$ cat src/rtl/regfile_pkg.sv
// Shared types and constants for the YASAC register file: register/address
// types, SREG flag bit positions and the R7:R6 pointer register indices.
package regfile_pkg;

    localparam int NUM_REGS = 8;

    typedef logic [7:0]  data_t;
    typedef logic [2:0]  raddr_t;
    typedef logic [15:0] ptr_t;

    // SREG flag bit positions
    localparam int CF = 0;
    localparam int ZF = 1;
    localparam int NF = 2;
    localparam int VF = 3;
    localparam int SF = 4;

    // Indirect-addressing pointer pair {R7, R6}
    localparam raddr_t PTR_LO = 3'd6;
    localparam raddr_t PTR_HI = 3'd7;

    function automatic logic is_ptr_reg(input raddr_t addr);
        return (addr == PTR_LO) || (addr == PTR_HI);
    endfunction

endpackage

$ cat src/rtl/regfile_if.sv
// Register-file side bus: ALU operand reads, result/status writeback,
// single-flag set/clear and pointer post-increment.
// master = sequencer/ALU side, slave = register file.
interface regfile_if;
    import regfile_pkg::*;

    raddr_t ra_sel;
    raddr_t rb_sel;
    data_t  a;
    data_t  b;
    logic   we;
    raddr_t wd_sel;
    data_t  wd;
    logic   st_we;
    data_t  st_d;
    logic   fset;
    logic   fclr;
    raddr_t fbit;
    data_t  st;
    logic   ptr_inc;
    ptr_t   ptr;

    modport master (
        output ra_sel, rb_sel, we, wd_sel, wd, st_we, st_d,
               fset, fclr, fbit, ptr_inc,
        input  a, b, st, ptr
    );

    modport slave (
        input  ra_sel, rb_sel, we, wd_sel, wd, st_we, st_d,
               fset, fclr, fbit, ptr_inc,
        output a, b, st, ptr
    );

endinterface

$ cat src/rtl/regfile_sreg.sv
// Status register: load from the ALU status, then a single-flag set/clear
// applied on top (set beats clear). Output is registered only, so there is
// no combinational path from st_d/fset/fclr to st.
module regfile_sreg
    import regfile_pkg::*;
(
    input  logic   clk,
    input  logic   reset,
    input  logic   st_we_i,
    input  data_t  st_d_i,
    input  logic   fset_i,
    input  logic   fclr_i,
    input  raddr_t fbit_i,
    output data_t  st_o
);

    data_t sreg_q;
    data_t sreg_d;

    // Next SREG: hold, optional load, then a single-bit override
    always_comb begin
        sreg_d = sreg_q;
        if (st_we_i) begin
            sreg_d = st_d_i;
        end
        if (fset_i) begin
            sreg_d[fbit_i] = 1'b1;
        end else if (fclr_i) begin
            sreg_d[fbit_i] = 1'b0;
        end
    end

    // SREG state register with synchronous reset
    always_ff @(posedge clk) begin
        if (reset) begin
            sreg_q <= '0;
        end else begin
            sreg_q <= sreg_d;
        end
    end

    assign st_o = sreg_q;

endmodule

$ cat src/rtl/regfile.sv
// YASAC general-purpose register file (8 x 8 bit) with SREG and R7:R6
// pointer post-increment.
// Build option: REGFILE_BYPASS_EN enables write-first forwarding of wd onto
// a/b and, per byte, onto ptr. SREG is never forwarded.
module regfile
    import regfile_pkg::*;
(
    input logic      clk,
    input logic      reset,
    regfile_if.slave bus
);

    data_t regs_q [NUM_REGS];
    data_t regs_d [NUM_REGS];
    ptr_t  ptr_cur;
    ptr_t  ptr_nxt;
    logic  ptr_wr_hit;
    data_t st_w;

    assign ptr_cur    = {regs_q[PTR_HI], regs_q[PTR_LO]};
    assign ptr_nxt    = ptr_cur + 16'd1;
    // A write to either pointer byte drops the whole increment
    assign ptr_wr_hit = bus.we && is_ptr_reg(bus.wd_sel);

    // Next array contents: pointer increment first, explicit write last
    always_comb begin
        regs_d = regs_q;
        if (bus.ptr_inc && !ptr_wr_hit) begin
            regs_d[PTR_LO] = ptr_nxt[7:0];
            regs_d[PTR_HI] = ptr_nxt[15:8];
        end
        if (bus.we) begin
            regs_d[bus.wd_sel] = bus.wd;
        end
    end

    // Register array with synchronous reset
    always_ff @(posedge clk) begin
        if (reset) begin
            for (int i = 0; i < NUM_REGS; i++) begin
                regs_q[i] <= '0;
            end
        end else begin
            regs_q <= regs_d;
        end
    end

    // Operand and pointer read ports
    always_comb begin
`ifdef REGFILE_BYPASS_EN
        bus.a   = (bus.we && (bus.wd_sel == bus.ra_sel)) ? bus.wd : regs_q[bus.ra_sel];
        bus.b   = (bus.we && (bus.wd_sel == bus.rb_sel)) ? bus.wd : regs_q[bus.rb_sel];
        bus.ptr = {(bus.we && (bus.wd_sel == PTR_HI)) ? bus.wd : regs_q[PTR_HI],
                   (bus.we && (bus.wd_sel == PTR_LO)) ? bus.wd : regs_q[PTR_LO]};
`else
        bus.a   = regs_q[bus.ra_sel];
        bus.b   = regs_q[bus.rb_sel];
        bus.ptr = ptr_cur;
`endif
    end

    regfile_sreg u_sreg (
        .clk     (clk),
        .reset   (reset),
        .st_we_i (bus.st_we),
        .st_d_i  (bus.st_d),
        .fset_i  (bus.fset),
        .fclr_i  (bus.fclr),
        .fbit_i  (bus.fbit),
        .st_o    (st_w)
    );

    assign bus.st = st_w;

endmodule

$ cat src/flat_wrapper.sv
// flat-port wrapper written by rule: the top's interface ports become plain ports
module regfile_flat import regfile_pkg::*;
  (clk, reset, bus_ra_sel, bus_rb_sel, bus_we, bus_wd_sel, bus_wd, bus_st_we, bus_st_d, bus_fset, bus_fclr, bus_fbit, bus_ptr_inc, bus_a, bus_b, bus_st, bus_ptr);
  regfile_if bus_i ();
  input logic clk;
  input logic reset;
  input wire logic [$bits(bus_i.ra_sel)-1:0] bus_ra_sel;
  input wire logic [$bits(bus_i.rb_sel)-1:0] bus_rb_sel;
  input wire logic [$bits(bus_i.we)-1:0] bus_we;
  input wire logic [$bits(bus_i.wd_sel)-1:0] bus_wd_sel;
  input wire logic [$bits(bus_i.wd)-1:0] bus_wd;
  input wire logic [$bits(bus_i.st_we)-1:0] bus_st_we;
  input wire logic [$bits(bus_i.st_d)-1:0] bus_st_d;
  input wire logic [$bits(bus_i.fset)-1:0] bus_fset;
  input wire logic [$bits(bus_i.fclr)-1:0] bus_fclr;
  input wire logic [$bits(bus_i.fbit)-1:0] bus_fbit;
  input wire logic [$bits(bus_i.ptr_inc)-1:0] bus_ptr_inc;
  output wire logic [$bits(bus_i.a)-1:0] bus_a;
  output wire logic [$bits(bus_i.b)-1:0] bus_b;
  output wire logic [$bits(bus_i.st)-1:0] bus_st;
  output wire logic [$bits(bus_i.ptr)-1:0] bus_ptr;
  assign bus_i.ra_sel = bus_ra_sel;
  assign bus_i.rb_sel = bus_rb_sel;
  assign bus_i.we = bus_we;
  assign bus_i.wd_sel = bus_wd_sel;
  assign bus_i.wd = bus_wd;
  assign bus_i.st_we = bus_st_we;
  assign bus_i.st_d = bus_st_d;
  assign bus_i.fset = bus_fset;
  assign bus_i.fclr = bus_fclr;
  assign bus_i.fbit = bus_fbit;
  assign bus_i.ptr_inc = bus_ptr_inc;
  assign bus_a = bus_i.a;
  assign bus_b = bus_i.b;
  assign bus_st = bus_i.st;
  assign bus_ptr = bus_i.ptr;
  regfile u_core (.clk(clk), .reset(reset), .bus(bus_i));
endmodule
$ cat config.mk
export PLATFORM = sky130hd
export DESIGN_NAME = regfile_flat
export DESIGN_NICKNAME = d
export VERILOG_FILES = /design/src/rtl/regfile_pkg.sv /design/src/rtl/regfile_if.sv /design/src/rtl/regfile_sreg.sv /design/src/rtl/regfile.sv /design/src/flat_wrapper.sv
export SDC_FILE = /design/constraint.sdc
export NUM_CORES = 1
export LEC_CHECK = 0
export CAP_MARGIN = 30
export CORE_MARGIN = 8
export CORE_UTILIZATION = 45
export DETAILED_ROUTE_END_ITERATION = 6
export GPL_ROUTABILITY_DRIVEN = 0
export GPL_TIMING_DRIVEN = 0
export PLACE_DENSITY = 0.8
export SYNTH_ARGS = -nofsm -noshare
export SYNTH_HDL_FRONTEND = slang
export SYNTH_SLANG_ARGS = --single-unit
$ cat constraint.sdc
create_clock -name clk -period 3.3 [get_ports clk]
set_clock_uncertainty 0.2 [all_clocks]
set_input_delay 0.66 -clock clk [delete_from_list [all_inputs] [get_ports clk]]
set_output_delay 0.66 -clock clk [all_outputs]
set_load 0.1 [all_outputs]
# --- After elaboration in Yosys (flattened, before gate mapping) ---
# Cells that the tools add are included.
totals:
  register_bits: 72
  in_bits: 35
  output_inout_bits: 40
  wordCells: 46
classes:
  add_sub_neg: 1
  order_cmp: 6
  n_eq_ne: 2
  n_mux: 16
  bitwise_logic: 6
  n_reduce_logical: 6
op_table:
  columns: ["cell", "count"]
  rows:
  - ["$bwmux 64", 1]
  - ["$mux 8", 8]
  - ["$bmux 8 s3", 2]
  - ["$mux 16", 2]
  - ["$demux 8 s3", 1]
  - ["$add 16x1->16 const B", 1]
  - ["$ge 4x4->1 const B", 3]
  - ["$not 3->4", 3]
  - ["$and 8x8->8", 1]
  - ["$not 8->8", 1]
  - ["$or 8x8->8", 1]
  - ["$eq 3x3->1 const B", 2]
  - ["$logic_and 1x1->1", 4]
  - ["$lt 3x4->1 const B", 1]
  - ["$lt 4x1->1 const B", 1]
  - ["$demux 1 s3", 1]
  - ["$ge 3x1->1 const B", 1]
  - ["$logic_not 1->1", 1]
  - ["$logic_or 1x1->1", 1]
  - ["$mux 1", 1]

# --- Longest topological paths before layout ---
# Gate-level depths: netlist (run 1).
depth:
  ltp_word: 8
  mapped_depth: 8
  depth_no_buf: 5

# --- Hierarchy ---
# A second synthesis (run 1) with hierarchy kept.
unflattened:
  hier_cells: 461
  hier_area_um2: 4236.6
modules_own_cells:
  columns: ["module", "instances", "cells_each", "area_each_um2", "seq_area_each_um2"]
  rows:
  - ["regfile", 1, 409, 3789.9, 1281.2]
  - ["regfile_sreg", 1, 52, 446.7, 160.2]

# --- Least setup slack after synthesis (run 1) ---
# Ideal clock, no wire load.
synth_timing:
  path_kind: "input -> output"
  from: "input bus_ra_sel[0]"
  to: "output bus_a[2]"
  t_arrival_ps: 2372
  required_time_ps: 2440
  slack_ps: 68
  path_stages: 4
  path_buffers: 2
  cell_sequence: "clkbuf_1 -> buf_2 -> mux4_2 -> mux2_2"
synth_between:
  elab_chain_cells: 4
synth_lines:
  columns: ["item", "line_no", "text"]
  rows:
  - ["start, declared", "flat_wrapper.sv:7", "input wire logic [$bits(bus_i.ra_sel)-1:0] bus_ra_sel;"]
  - ["$not 3->4 (implied by the code)", "regfile.sv:56", "bus.a = regs_q[bus.ra_sel];"]
  - ["$bmux 8 s3", "regfile.sv:56", null]
  - ["$mux 8 (implied by the code) (2 in series)", "regfile.sv:56", null]
  - ["end, declared", "flat_wrapper.sv:18", "output wire logic [$bits(bus_i.a)-1:0] bus_a;"]
# Every way passes these cells. The select of a mux whose other input is x is not followed.

# --- Final worst setup path (run 1) ---
layout_timing:
  from: "input bus_ra_sel[0]"
  to: "output bus_a[4]"
# The elaborated chain is that of the path after synthesis.

==> results of run 1 <==
[registers in the layout, summed over array words and instances, names as in the netlist]
signal	cells
u_core.u_sreg.st_o	8
u_core.regs_q	48
u_core.bus.ptr	16
[power by group]
| part | total [mW] | internal (mW) | leakage (nW) | switching [mW] |
|---|---|---|---|---|
| sequential | 0.932 | 0.898 | 0.585 | 0.0342 |
| combinational | 0.490 | 0.154 | 1.10 | 0.335 |
| clock | 0.664 | 0.301 | 0.0907 | 0.364 |
| total | 2.09 | 1.35 | 1.78 | 0.733 |
[layout make-up]
class | count | area [sq um]
Clock buffer | 11 | 141
Tap cell | 111 | 139
Sequential cell | 72 | 1440
Fill cell | 836 | 4130
Inverter | 3 | 11.3
Buffer | 56 | 312
Timing Repair Buffer | 58 | 497
Clock inverter | 5 | 38.8
Multi-Input combinational cell | 335 | 2400
[routing by layer]
layer  routed length (microns)  share of wire (%)
met1                      4950                 39
met2                      5870                 46
met3                      1500                 12
met4                       368                2.9
met5                         0                  0
[kinds of logic (layout without fill, tap and decap cells)]
family | count (synthesis) | count (layout) | share of synthesized area [%]
AOI/OAI and AO/OA | 85 | 85 | 12.0
xor gates and xnor gates | 8 | 8 | 1.69
adders and majority gates | 1 | 1 | 0.301
buffers and inverters | 59 | 133 | 7.47
DFF | 72 | 72 | 34.7
muxes | 57 | 57 | 23.9
and+or+nand+nor | 184 | 184 | 20.0
[per-stage QoR]
step                      instances  setup WS (ps)
after detailed placement        635           -981
after floorplan                 466           68.2
after global routing            651           18.5
final                           651           79.6
after CTS                       651          -90.2
after global placement          633           -960
[synth_stat cells]
master      n
buf_1       3
inv_1       3
or3_1       4
clkbuf_2    7
nand3b_1    2
nor2b_1     6
or2b_1      1
nor3b_1     3
ha_1        1
nor2_1     27
mux4_2     32
or2_1       1
and3_1      2
o31ai_1     4
nand4_1     7
and3_4      1
and4_1      1
xnor2_1     4
buf_6       2
nand2b_1    2
nor4b_1     1
or4_1       4
nor4_1      4
a311oi_1    6
a211oi_1    8
nor3_1      3
mux2_2     16
a31oi_1     8
clkbuf_1   24
a21oi_1    56
buf_4      16
mux2i_1     9
a41o_1      1
xor2_1      4
buf_2       4
nand2_1   104
o21ai_0     1
nand3_1    11
dfxtp_1    72
o211a_1     1
[what timing repair did]
action | CTS | global route
resized for setup | 80 | 4
endpoints found under the hold margin | 0 | 0
endpoints found under the setup margin | 16 | 2
[worst max-delay path, stage by stage]
cell,delay (ps)
clkbuf_2,260
buf_4,300
mux4_2,540
mux2_2,290
buf_2,300
[path summary, 6_finish.rpt]
| path | startpoint | endpoint | slack (ps) | cells past startpoint |
|---|---|---|---|---|
| setup reg to reg | u_core.bus.ptr[0] | u_core.bus.ptr[14] | 930 | 6 |
| hold / removal | u_core.regs_q[36] | u_core.regs_q[36] | 270 | 2 |
| setup / recovery | bus_ra_sel[0] | bus_a[4] | 80 | 5 |
| hold reg to reg | u_core.regs_q[36] | u_core.regs_q[36] | 270 | 2 |
==> impl_metrics.env, run 1 <==
export IMPL_run_status="completed"
export IMPL_cts_root_buffer_cell="clkbuf_8"
export IMPL_synth_cell_area_sq_um=4150
export IMPL_grt_use_total_pct=20.3
export IMPL_grt_met1_usage_pct=24.0
export IMPL_rows=35
export IMPL_seq_area_frac_synth_pct=34.7
export IMPL_wire_per_inst_microns=19.5
export IMPL_via_count_of_the_first_global_routing_pass=4062
export IMPL_slew_violations=0
export IMPL_path_max_fanout=10
export IMPL_clk_path_buf_depth=2
export IMPL_unrepaired_setup_endpoints_after_global_routing="no"
export IMPL_finalNetCount=571
export IMPL_timing_final_crit_share_pct=97.6
export IMPL_synthesis_area_per_instance_sq_um=8.91
export IMPL_hold_ws_ps=269
export IMPL_global_route_peak_usage_layer="met2"
export IMPL_antenna_cells_inserted=0
export IMPL_tritoncts="done"
export IMPL_use_met3_pct=6.28
export IMPL_chipHeight_microns=112
export IMPL_clk_latency_ps=360
export IMPL_worst_pin_slew_ps=1040
export IMPL_antenna_violating_nets_post_route=0
export IMPL_cts_buffers=9
export IMPL_startpoint_type="input port"
export IMPL_powerDensity_nw_per_um2=419
export IMPL_timing_final_hold_violations=0
export IMPL_yosysWarningCount=0
export IMPL_yosysUniqueCellTypes=40
export IMPL_fin_setup_tns_ps=0
export IMPL_layout_commonest_cell="nand2_1"
export IMPL_placement_io_buffers=56
export IMPL_met2_resource_use_gr_pct=33.7
export IMPL_drc_errors=0
export IMPL_worst_ep_required_time_ps=2440
export IMPL_total_leakage_power_nw=1.78
export IMPL_worst_ir_drop_vdd_mv=0.217
export IMPL_post_synth_main_area_contributors="dfxtp_1 (35%), mux4_2 (17%), nand2_1 (9.4%)"
export IMPL_finalCoreUtilization_pct=54.7
export IMPL_grt_start_max_net_pins=14
export IMPL_route_final_wire_length_microns=12700
export IMPL_max_slew_margin_rel_pct=30.1
export IMPL_dpl_wire_length_microns=9250
export IMPL_first_pass_grt_wire_length_microns=20300
export IMPL_globalRouteOverflowTotal=0
export IMPL_synthesis_instances=466
export IMPL_cts_sinks=72
export IMPL_max_freq_ghz=0.311
export IMPL_dpl_instance_area_sq_um=4860
export IMPL_initialDrtViolationCount=431
export IMPL_cts_repair_timing_setup_buffer_count=0
export IMPL_post_synth_top_area_fraction_pct=34.7
export IMPL_postSynthNetCount=502
export IMPL_timing_setup_critical_path_class="in -> out"
export IMPL_die_width_microns=112
export IMPL_antenna_found_initial=0
export IMPL_yosys_register_bits=72
export IMPL_drv_cap=0
export IMPL_drive_above_1_share_pct=21.7
export IMPL_clock_period_minus_worst_slack_ps=3220
export IMPL_power_mw=2.09
export IMPL_dr_total_vias=3948
export IMPL_design_core_area_sq_um=9110
export IMPL_fin_area_sq_um=4980
export IMPL_cp_end_kind="output port"
export IMPL_layout_cells_most_common_list="nand2_1 (104), dfxtp_1 (72), a21oi_1 (56)"
export IMPL_design_die_area_sq_um=12600
export IMPL_setup_viol=0
export IMPL_drt_vias_per_instance=6.06
export IMPL_cp_arrival_ps=2360
export IMPL_h_tree_depth=3
export IMPL_synth_largest_area_cell="dfxtp_1"
export IMPL_initial_util_pct=45.6
export IMPL_type_of_the_most_critical_hold_path="reg -> reg"
export IMPL_area_growth_pct=20.0
export IMPL_clk_transition_reported_paths_ps=80
export IMPL_drt_pre_antenna_iters=5
export IMPL_post_cts_hold_buffer_count=0
export IMPL_num_io_pins=75
No activity file was read; power rests on OpenSTA's default activity.
==> run 2, diff against run 1 <==
--- a/config.mk
+++ b/config.mk
@@ -12,6 +12,7 @@
 export GPL_ROUTABILITY_DRIVEN = 0
 export GPL_TIMING_DRIVEN = 0
 export PLACE_DENSITY = 0.8
+export SKIP_CTS_REPAIR_TIMING = 1
 export SYNTH_ARGS = -nofsm -noshare
 export SYNTH_HDL_FRONTEND = slang
 export SYNTH_SLANG_ARGS = --single-unit
==> constraint.sdc (replaced) <==
create_clock -name clk -period 4 [get_ports clk]
set_clock_uncertainty 0.2 [all_clocks]
set_input_delay 0.8 -clock clk [delete_from_list [all_inputs] [get_ports clk]]
set_output_delay 0.8 -clock clk [all_outputs]
set_load 0.1 [all_outputs]
==> impl_metrics.env, run 2 (synthesis results as in run 1) <==
export IMPL_tritoncts="done"
export IMPL_antenna_found_initial=0
export IMPL_chipHeight_microns=112
export IMPL_clk_path_buf_depth=2
export IMPL_run_status="completed"
export IMPL_cp_arrival_ps=2870
export IMPL_timing_final_crit_share_pct=96.8
export IMPL_cts_buffers=9
export IMPL_critPathMaxStageDelay_ps=560
export IMPL_layout_commonest_cell="nand2_1"
export IMPL_register_area_sq_um=1440
export IMPL_initial_util_pct=45.6
export IMPL_total_leakage_power_nw=1.79
export IMPL_crit_path_start="bus_ra_sel[1]"
export IMPL_critPathBufInv=3
export IMPL_clk_latency_ps=360
export IMPL_layout_cells_most_common_list="nand2_1 (104), dfxtp_1 (72), a21oi_1 (56)"
export IMPL_grt_start_max_net_pins=14
export IMPL_startpoint_type="input port"
export IMPL_max_freq_ghz=0.258
export IMPL_critical_path_most_common_cell="clkbuf_1"
export IMPL_reg2reg_setup_slack_ps=1630
export IMPL_route_final_wire_length_microns=12700
export IMPL_worst_ir_drop_vdd_mv=0.179
export IMPL_cp_end_kind="output port"
export IMPL_worst_path_stages=5
export IMPL_wire_per_inst_microns=19.5
export IMPL_largest_reg_flops=48
export IMPL_drt_pre_antenna_iters=5
export IMPL_unrepaired_setup_endpoints_after_global_routing="no"
export IMPL_setup_viol=0
export IMPL_cp_slowest_cell="clkbuf_1"
export IMPL_initialDrtViolationCount=426
export IMPL_worst_ep_required_time_ps=3000
export IMPL_clock_period_minus_worst_slack_ps=3870
export IMPL_powerDensity_nw_per_um2=346
export IMPL_hold_ws_ps=269
export IMPL_r2r_cells=6
export IMPL_multi_input_comb_area_sq_um=2400
export IMPL_timing_setup_critical_path_class="in -> out"
export IMPL_clk_transition_reported_paths_ps=80
export IMPL_largest_register="u_core.regs_q"
export IMPL_worst_pin_slew_ps=1070
export IMPL_drv_cap=0
export IMPL_timing_final_hold_violations=0
export IMPL_dpl_wire_length_microns=9250
export IMPL_placement_io_buffers=56
export IMPL_antenna_violating_nets_post_route=0
export IMPL_die_width_microns=112
export IMPL_grt_use_total_pct=20.3
export IMPL_dr_total_vias=3952
export IMPL_num_io_pins=75
export IMPL_rows=35
export IMPL_dp_cells=635
export IMPL_drive_above_1_share_pct=20.6
export IMPL_power_mw=1.72
export IMPL_hold_depth=2
export IMPL_antenna_cells_inserted=0
export IMPL_cts_root_buffer_cell="clkbuf_8"
export IMPL_drt_vias_per_instance=6.07
export IMPL_first_pass_grt_wire_length_microns=20300
export IMPL_path_max_fanout=10
export IMPL_timing_critical_path_to="bus_a[4]"
export IMPL_globalRouteOverflowTotal=0
export IMPL_design_core_area_sq_um=9110
export IMPL_via_count_of_the_first_global_routing_pass=4090
export IMPL_type_of_the_most_critical_hold_path="reg -> reg"
export IMPL_drc_errors=0
export IMPL_area_growth_pct=19.9
export IMPL_instances_no_fill=651
export IMPL_path_cells="clkbuf_1 -> clkbuf_1 -> mux4_2 -> mux2_2 -> clkbuf_2"
export IMPL_finalNetCount=571
export IMPL_crit_family="buffers and inverters"
export IMPL_cts_sinks=72
export IMPL_design_die_area_sq_um=12600
export IMPL_slew_violations=0
export IMPL_max_slew_margin_rel_pct=28.0
export IMPL_h_tree_depth=3
export IMPL_fill_cells=837
export IMPL_regToRegEndpoint="u_core.bus.ptr[14]"
export IMPL_reg2reg_from="u_core.bus.ptr[0]"
==> run 2: through the flow <==
stage	cell area [sq um]	TNS (ps)	setup WS, ps	util, %
final	4980	0	129	54.7
after global routing	4980	0	65.8	54.7
after CTS	5040	-8190	-559	55.3
after detailed placement	4860	-8200	-561	53.4
after global placement	4850	-7920	-540	53.3
after floorplan	4150	0	488	-
==> run 2: power by group <==
group / internal, mW / switching, mW
Sequential: 0.741 / 0.0284
Clock: 0.248 / 0.300
Combinational: 0.127 / 0.277
Total: 1.12 / 0.605
==> run 2: cell type report <==
cell class / instances / area share [%]
buffer: 56 / 6.06
timing repair buffer: 58 / 10.2
inverter: 3 / 0.226
tap: 111 / 2.79
multi-input combinational: 335 / 48.2
sequential: 72 / 29.0
clock buffer: 11 / 2.84
clock inverter: 5 / 0.779
==> run 2: worst min-delay path by stage <==
stage	start	to	slack (ps)
detailed placement	u_core.regs_q[36]	u_core.regs_q[36]	260
floorplan	u_core.regs_q[23]	u_core.regs_q[23]	240
global placement	u_core.regs_q[51]	u_core.regs_q[51]	250
global route	u_core.regs_q[35]	u_core.regs_q[35]	290
CTS	u_core.regs_q[36]	u_core.regs_q[36]	270
finish	u_core.regs_q[36]	u_core.regs_q[36]	270
==> run 2: layer usage <==
| metal | up-vias | global-route usage (%) | part of all wire (%) |
|---|---|---|---|
| met3 | 23 | 6.23 | 11 |
| met1 | 1893 | 23.8 | 40 |
| met5 | - | 0 | 0 |
| met2 | 236 | 33.7 | 47 |
| met4 | 0 | 8.72 | 2.1 |
| li1 | 1800 | - | - |
==> run 2: worst reg2reg max path, delay by kind of cell, from the launching register on <==
| family | cells | cell delay, ps |
|---|---|---|
| AND/OR/NAND/NOR | 3 | 910 |
| flip-flops | 1 | 510 |
| adder cells (fa/ha/maj) | 1 | 260 |
| AO/OA/AOI/OAI | 1 | 250 |
| buffers and inverters | 1 | 170 |
==> run 3, diff against run 2 <==
--- a/config.mk
+++ b/config.mk
@@ -6,7 +6,6 @@
 export NUM_CORES = 1
 export LEC_CHECK = 0
 export CAP_MARGIN = 30
-export CORE_MARGIN = 8
 export CORE_UTILIZATION = 45
 export DETAILED_ROUTE_END_ITERATION = 6
 export GPL_ROUTABILITY_DRIVEN = 0
==> impl_metrics.env, run 3 (synthesis results as in run 1) <==
export IMPL_dpl_wire_length_microns=8810
export IMPL_finalCoreUtilization_pct=56.4
export IMPL_initial_util_pct=47.1
export IMPL_unrepaired_setup_endpoints_after_global_routing="no"
export IMPL_fin_area_sq_um=4970
export IMPL_wire_per_inst_microns=18.7
export IMPL_largest_register="u_core.regs_q"
export IMPL_setup_viol=0
export IMPL_largest_reg_flops=48
export IMPL_pwr_share_clk_pct=30.7
export IMPL_grt_use_total_pct=26.3
export IMPL_design_core_area_sq_um=8810
export IMPL_slew_violations=0
export IMPL_num_io_pins=75
export IMPL_area_growth_pct=19.6
export IMPL_antenna_cells_inserted=0
export IMPL_rows=34
export IMPL_timing_setup_critical_path_class="in -> out"
export IMPL_globalRouteOverflowTotal=0
export IMPL_drc_errors=6
export IMPL_drt_pre_antenna_iters=7
export IMPL_dr_total_vias=3994
export IMPL_layout_commonest_cell="nand2_1"
export IMPL_cp_arrival_ps=2870
export IMPL_p_int_mw=1.09
export IMPL_cts_sinks=72
export IMPL_timing_final_crit_share_pct=96.6
export IMPL_grt_start_max_net_pins=14
export IMPL_layout_cells_most_common_list="nand2_1 (104), dfxtp_1 (72), a21oi_1 (56)"
export IMPL_path_max_fanout=10
export IMPL_max_slew_margin_rel_pct=34.2
export IMPL_type_of_the_most_critical_hold_path="reg -> reg"
export IMPL_dp_cells=632
export IMPL_run_status="complete, but fails checks"
export IMPL_dpl_instance_area_sq_um=4860
export IMPL_initialDrtViolationCount=339
export IMPL_drive_above_1_share_pct=20.7
export IMPL_via_count_of_the_first_global_routing_pass=3891
export IMPL_clock_period_minus_worst_slack_ps=3870
export IMPL_max_freq_ghz=0.259
export IMPL_worst_pin_slew_ps=984
export IMPL_power_switching_mw=0.599
export IMPL_cts_buffers=9
export IMPL_die_width_microns=98.1
export IMPL_worst_ep_required_time_ps=3000
export IMPL_powerDensity_nw_per_um2=340
export IMPL_placement_io_buffers=56
export IMPL_antenna_found_initial=0
export IMPL_tritoncts="done"
export IMPL_instances_no_fill=648
export IMPL_total_leakage_power_nw=1.78
export IMPL_finalNetCount=571
export IMPL_clk_path_buf_depth=2
export IMPL_route_final_wire_length_microns=12100
export IMPL_comb_power_share_pct=23.8
export IMPL_design_die_area_sq_um=9610
export IMPL_first_pass_grt_wire_length_microns=19700
export IMPL_antenna_violating_nets_post_route=0
export IMPL_failed_checks="DRC"
export IMPL_chipHeight_microns=98.1
export IMPL_worst_ir_drop_vdd_mv=0.170
export IMPL_cp_end_kind="output port"
export IMPL_sequentialPowerShare_pct=45.5
export IMPL_startpoint_type="input port"
export IMPL_cts_root_buffer_cell="clkbuf_8"
export IMPL_hold_ws_ps=268
export IMPL_clk_latency_ps=350
export IMPL_drv_cap=0
export IMPL_switching_share_pct=35.4
export IMPL_timing_final_hold_violations=0
export IMPL_h_tree_depth=3
export IMPL_clk_transition_reported_paths_ps=80
export IMPL_fill_cells=791
export IMPL_drt_vias_per_instance=6.16
==> run 3: cell types whose count changed in the layout (fill, tap and decap cells not counted) <==
cell	change
clkbuf_1	-1
clkbuf_8	-1
clkinv_2	+2
clkinv_4	+1
clkinvlp_4	+1
inv_6	-2
==> run 3: power by group through the flow <==
stage	sequential, mW	clock [mW]	combinational (mW)
2_1_floorplan	0.817	0	0.264
3_3_place_gp	0.784	0	0.396
3_5_place_dp	0.785	0	0.404
4_1_cts	0.769	0.524	0.405
5_1_grt	0.774	0.560	0.421
6_report	0.770	0.519	0.403
==> run 3: critical path: stages <==
cell and delay (ps):
clkbuf_1 390, clkbuf_1 550, mux4_2 420, mux2_2 320, clkbuf_2 380
==> run 3: per-layer routing <==
metal  GRT usage (%)  routed length, microns
met1            35.0                    4880
met4            11.1                     320
met5               0                       0
met3            5.80                    1150
met2            41.4                    5760
==> run 3: worst paths after layout <==
kind | start | end | slack, ps | cells after the start
worst max-delay path | bus_ra_sel[1] | bus_a[4] | 130 | 5
worst min-delay path | u_core.regs_q[49] | u_core.regs_q[49] | 270 | 2
worst max register to register | u_core.bus.ptr[0] | u_core.bus.ptr[12] | 1590 | 6
worst min register to register | u_core.regs_q[49] | u_core.regs_q[49] | 270 | 2
==> run 3: metrics by stage <==
step / setup WS, ps / TNS, ps / power (mW)
2_1_floorplan: 488 / 0 / 1.08
5_1_grt: 75.8 / 0 / 1.75
3_5_place_dp: -626 / -8680 / 1.19
4_1_cts: -632 / -8740 / 1.70
6_report: 135 / 0 / 1.69
3_3_place_gp: -534 / -7840 / 1.18
==> run 3: layout make-up <==
| class | count | area, sq um | share of cell area [%] |
|---|---|---|---|
| Buffer | 56 | 302 | 6.07 |
| Clock buffer | 9 | 124 | 2.49 |
| Clock inverter | 7 | 47.5 | 0.957 |
| Inverter | 3 | 11.3 | 0.227 |
| Multi-Input combinational cell | 335 | 2400 | 48.3 |
| Sequential cell | 72 | 1440 | 29.0 |
| Tap cell | 108 | 135 | 2.72 |
| Timing Repair Buffer | 58 | 505 | 10.2 |
